[src/rtl/fetch_unit.sv]
// Instruction-fetch requester: walks the PC over the shared memory, assembles
// 1-byte and 2-byte (opcode + immediate) instructions and presents them to decode.
module fetch_unit #(
   parameter int unsigned           ADDR_WIDTH = 8,
   parameter int unsigned           DATA_WIDTH = 8,
   parameter logic [ADDR_WIDTH-1:0] RESET_VEC  = 8'd0,
   parameter logic [3:0]            LONG_OPC   = 4'hC
) (
   input  logic                  clk,
   input  logic                  rst,
   output logic [ADDR_WIDTH-1:0] I_addr,
   input  logic [DATA_WIDTH-1:0] I_data,
   input  logic                  stall,
   input  logic                  branch_en,
   input  logic [ADDR_WIDTH-1:0] branch_addr,
   output logic [DATA_WIDTH-1:0] instr,
   output logic [DATA_WIDTH-1:0] imm,
   output logic                  instr_long,
   output logic                  instr_valid,
   output logic [ADDR_WIDTH-1:0] pc_out,
   output logic [ADDR_WIDTH-1:0] pc_next
);

   typedef enum logic {FETCH_OP, FETCH_IMM} state_t;

   localparam logic [ADDR_WIDTH-1:0] ONE = ADDR_WIDTH'(1);
   localparam logic [ADDR_WIDTH-1:0] TWO = ADDR_WIDTH'(2);

   state_t                state, state_d;
   logic [ADDR_WIDTH-1:0] pc, pc_d;
   logic [DATA_WIDTH-1:0] op_buf, op_buf_d;
   logic [ADDR_WIDTH-1:0] op_pc, op_pc_d;
   logic [DATA_WIDTH-1:0] instr_d, imm_d;
   logic                  instr_long_d, instr_valid_d;
   logic [ADDR_WIDTH-1:0] pc_out_d, pc_next_d;
   logic                  hold, is_long;

   assign I_addr  = pc;
   assign hold    = instr_valid && stall;
   assign is_long = (I_data[DATA_WIDTH-1 -: 4] == LONG_OPC);

   always_ff @(posedge clk) begin
      if (rst) begin
         state       <= FETCH_OP;
         pc          <= RESET_VEC;
         op_buf      <= '0;
         op_pc       <= '0;
         instr       <= '0;
         imm         <= '0;
         instr_long  <= 1'b0;
         instr_valid <= 1'b0;
         pc_out      <= '0;
         pc_next     <= '0;
      end else begin
         state       <= state_d;
         pc          <= pc_d;
         op_buf      <= op_buf_d;
         op_pc       <= op_pc_d;
         instr       <= instr_d;
         imm         <= imm_d;
         instr_long  <= instr_long_d;
         instr_valid <= instr_valid_d;
         pc_out      <= pc_out_d;
         pc_next     <= pc_next_d;
      end
   end

   always_comb begin
      state_d       = state;
      pc_d          = pc;
      op_buf_d      = op_buf;
      op_pc_d       = op_pc;
      instr_d       = instr;
      imm_d         = imm;
      instr_long_d  = instr_long;
      instr_valid_d = instr_valid;
      pc_out_d      = pc_out;
      pc_next_d     = pc_next;

      // A redirect abandons any half-assembled long instruction.
      if (branch_en) begin
         pc_d          = branch_addr;
         state_d       = FETCH_OP;
         instr_valid_d = 1'b0;
      end else if (state == FETCH_IMM) begin
         instr_d       = op_buf;
         imm_d         = I_data;
         instr_long_d  = 1'b1;
         pc_out_d      = op_pc;
         pc_next_d     = op_pc + TWO;
         instr_valid_d = 1'b1;
         pc_d          = pc + ONE;
         state_d       = FETCH_OP;
      end else if (!hold) begin
         if (is_long) begin
            op_buf_d      = I_data;
            op_pc_d       = pc;
            pc_d          = pc + ONE;
            instr_valid_d = 1'b0;
            state_d       = FETCH_IMM;
         end else begin
            instr_d       = I_data;
            imm_d         = '0;
            instr_long_d  = 1'b0;
            pc_out_d      = pc;
            pc_next_d     = pc + ONE;
            instr_valid_d = 1'b1;
            pc_d          = pc + ONE;
         end
      end
   end

endmodule

[config.mk]
export PLATFORM = sky130hd
export DESIGN_NAME = fetch_unit
export DESIGN_NICKNAME = d
export VERILOG_FILES = /design/src/rtl/fetch_unit.sv
export SDC_FILE = /design/constraint.sdc
export NUM_CORES = 1
export LEC_CHECK = 0
export CORE_ASPECT_RATIO = 0.8
export CORE_UTILIZATION = 50
export CTS_CLUSTER_SIZE = 16
export DETAILED_ROUTE_END_ITERATION = 7
export PLACE_DENSITY = 0.8
export SYNTH_ARGS = -nofsm -noshare
export SYNTH_HDL_FRONTEND = slang
export SYNTH_SLANG_ARGS = --single-unit
[constraint.sdc]
create_clock -name clk -period 2.4 [get_ports clk]
set_input_delay 0.24 -clock clk [delete_from_list [all_inputs] [get_ports clk]]
set_output_delay 0.24 -clock clk [all_outputs]
set_load 0.01 [all_outputs]
==> results.md <==
- The kind of end point of the critical path is a flip-flop.
- The flow ran to the end, and the final reports show no timing, DRC or antenna violations.
- In the finished design, the share of the clock period the worst path needs comes to 0.724.
- In the final layout, the share of cells above drive strength 1 is 0.0700.
- The later pin in the worst-skew pair is clocked with a latency of approximately 0.33 ns.
- The final max-slew violation count is 0.
- The total of endpoints with negative setup slack in the final report is 0.
- The flip-flop and latch count after synthesis is 59.
- The remaining routing DRC violations is 0.
- The first detailed-routing pass ran for 4 iterations.
- The largest buffer count on any clock path is 2.
- 0 antenna diodes ended up in the layout.
- In this run the core area contains 23 standard-cell rows.
- The post-cts resize count is 0.
- The leftover overflow at the end of global routing is 0.
- The total core area is between 5000 and 6000 µm².
- Counting I/O delays and the setup requirement, the final critical path takes 1.74 ns.
- Counting cells, the worst reg-to-reg path comes to 4.
- For this block, the initial DRC count from the detailed router was between 80 and 90.
- The async set or reset register ratio after synthesis is 0.
- The setup skew after layout is 0.00795 ns.
- The cell chosen for the clock root is clkbuf_8.
- The path type of the worst setup path is reg2reg.
- The number of max-cap violations is 0.
- The congestion estimate from routability-driven global placement came to between 0.7 and 0.8.
- The worst-case headroom to the max-slew limit is 0.532.
- Setup repair after global routing left no endpoint under its margin.
- The final routed wirelength across all metal layers is around 5900 µm.
- Summed over all cells, the static leakage comes to between 1 and 1.5 nW.
- After synthesis, the netlist uses a little over 40 different library cells.
- The worst path arrival time is between 1.5 and 2 ns.
- The summed instance area of the synthesized netlist is between 2000 and 3000 µm².
- Of the synthesized area, sequential elements account for 0.443.
- Synthesis produced a netlist with a net count of ~320.
- In this run the critical register-to-register path is captured at I_addr[4].
- Along the worst hold path, the cell count comes to 2.
- TritonCTS built the clock tree.
- The half-perimeter wire length after placement is around 4000 µm.
- The starting density of the core is 0.526.
- The number of clock buffers added by TritonCTS is 9.
- The leading register cell type out of synthesis is dfxtp_1.
- The launch point of the worst hold path is rst.
- During synthesis, Yosys emitted a total of 0 warnings.
- Dividing the synthesized area by the synthesized cell count gives 8.97 µm².
- The detailed-route vias per instance is 5.38.
- The level count of the clock H-tree is 3.
- At the pin with the least slew margin, the transition time is 0.702 ns.
- The height of the die is 67.3 µm.
- Dividing the detail-routed wire length by the instance count gives roughly 14 µm.
- The category of the worst setup path launch point is a flip-flop.
- The first global-routing pass estimated between 9000 and 10000 µm of wire.
- The worst register-to-register path begins at I_addr[0].
- In this run the count of I/O pins placed on the die edge is 62.
- Across all register-to-register paths, the minimum setup slack is approximately 0.66 ns.
- The number of global-route vias before repair was between 2000 and 2500.
- The layout has between 400 and 500 filler cells.
- Counting flops with a built-in enable in the synthesized netlist gives 0.
- The highest achievable clock rate is 575 MHz.
- Across every metal layer, demand over resource in global routing totals 0.221.
- At the end of the flow, the number of nets in the layout was approximately 380.
- The initial antenna violation count came to 0.
- The floorplan step defined a die boundary enclosing between 5000 and 6000 µm².
- The required arrival time at the worst endpoint is roughly 2.6 ns.
- Overall power consumption after layout is estimated at roughly 2.2 mW.
- The power density over cell area is approximately 630 nW/µm².
- The number of buffers inserted to repair setup after CTS is 0.
- Entering global routing, the biggest net connects 40 pins.
- The die is ~84 µm wide.
- The path category of the worst min-delay check is in2reg.
- The area growth from synthesis to layout is 30.2%.
- Clock-pin slew was measured on the worst setup and hold paths at approximately 0.060 ns.
- The total number of clock tree sinks is between 50 and 60.
- The worst hold path terminates at op_buf[0].
- The peak supply drop is between 0.4 and 0.5 mV.
- The hold violation total from the final report is 0.
- The remaining number of nets flagged by the antenna check after routing is 0.
- The maximum net fanout on the critical path is 8.
- Synthesis handed over a netlist of 297 instances.
- Input and output buffers added on the ports amount to 61.
- Buffers inserted to repair hold after CTS numbered 0.
- The summed negative setup slack over all endpoints is 0 ns.
- The via total after detailed routing is about 2300.
[area by class of cell]
| cell class | count | area, µm² | area share |
|---|---|---|---|
| tap | 62 | 77.6 | 0.0224 |
| sequential | 59 | 1180 | 0.341 |
| timing repair buffer | 69 | 666 | 0.192 |
| clock inverter | 3 | 40.0 | 0.0115 |
| inverter | 3 | 11.3 | 0.00325 |
| multi-input combinational | 211 | 1360 | 0.391 |
| clock buffer | 12 | 135 | 0.0389 |
[cell usage in the layout (no fill, tap or decap), drive strengths merged, types with 3 or more instances in the layout]
cell,n
nor3,5
nand2,25
dfxtp,59
o31ai,3
nand3,14
nor2,42
xnor2,8
clkinv,3
nand3b,4
clkbuf,12
a211oi,22
a311oi,3
buf,9
clkdlybuf4s50,60
nor2b,4
and3,3
o21ai,7
mux2i,29
a21oi,14
or3,4
[metal layers]
layer	global-route usage	vias to the layer above	part of all wire
met3	0.0721	5	0.051
met1	0.274	1027	0.48
li1	-	1163	-
met4	0.0657	0	0.0088
met2	0.372	60	0.46
met5	0	-	0
[report_power, final]
part,total [mW],switching (mW),internal (mW)
combinational,0.303,0.144,0.159
sequential,1.07,0.0418,1.02
clock,0.826,0.355,0.471
total,2.20,0.541,1.65
[kinds of logic (layout without fill, tap and decap cells)]
kind of cell	count (synthesis)	after routing	synth area share
adders and majority gates	2	2	0.00939
and+or+nand+nor	114	114	0.215
xor gates and xnor gates	10	10	0.0329
DFF	59	59	0.443
buffers and inverters	27	87	0.0474
AOI/OAI and AO/OA	56	56	0.143
muxes	29	29	0.109
[synth_stat cells (2+ instances only)]
library cell,instances,share of area
a211oi_1,22,0.062
a21oi_1,14,0.026
a311oi_1,3,0.0099
and2_1,2,0.0047
and3_1,3,0.0070
and4_1,2,0.0066
buf_1,2,0.0028
buf_2,7,0.013
buf_6,2,0.0085
clkbuf_1,12,0.017
dfxtp_1,59,0.44
ha_1,2,0.0094
inv_1,2,0.0028
mux2i_1,29,0.11
nand2_1,25,0.035
nand2b_1,2,0.0047
nand3_1,14,0.026
nand3b_1,4,0.011
nor2_1,42,0.059
nor2b_1,4,0.0094
nor3_1,5,0.0094
nor3b_1,2,0.0056
o21ai_0,7,0.013
o31ai_1,3,0.0085
or3_1,4,0.0094
xnor2_1,8,0.026
xor2_1,2,0.0066
[stage by stage]
stage / cell area, µm² / cells / utilization / worst slack [ns] / hold slack [ns]
after detailed placement: 3290 / 404 / 0.650 / 0.416 / 0.443
after global routing: 3470 / 419 / 0.685 / 0.530 / 0.472
after global placement: 3290 / 404 / 0.650 / 0.491 / 0.437
after CTS: 3470 / 419 / 0.685 / 0.650 / 0.432
final: 3470 / 419 / 0.685 / 0.661 / 0.445
after floorplan: 2670 / 297 / - / 0.680 / 0.376
[sequential cells by signal (all words and copies together), names as in the netlist]
register     count
I_addr           8
pc_out           8
instr            8
instr_valid      1
pc_next          8
op_buf           8
instr_long       1
op_pc            8
imm              8
state            1
[worst max-delay path: stages (launching register included)]
cell	delay (ns)
dfxtp_1	0.55
ha_1	0.29
nand3_1	0.21
or3_1	0.36
a311oi_1	0.25
[worst max-delay path by stage]
stage	from	cells past startpoint	slack, ns	endpoint
3_3_place_gp	I_data[5]	6	0.49	op_buf[1]
4_1_cts	I_addr[4]	1	0.65	I_addr[4]
2_1_floorplan	state	6	0.68	op_pc[6]
6_report	I_addr[0]	4	0.66	I_addr[4]
5_1_grt	state	5	0.53	instr[6]
3_5_place_dp	I_data[5]	6	0.42	op_buf[3]
(Power assumes the default switching activity.)
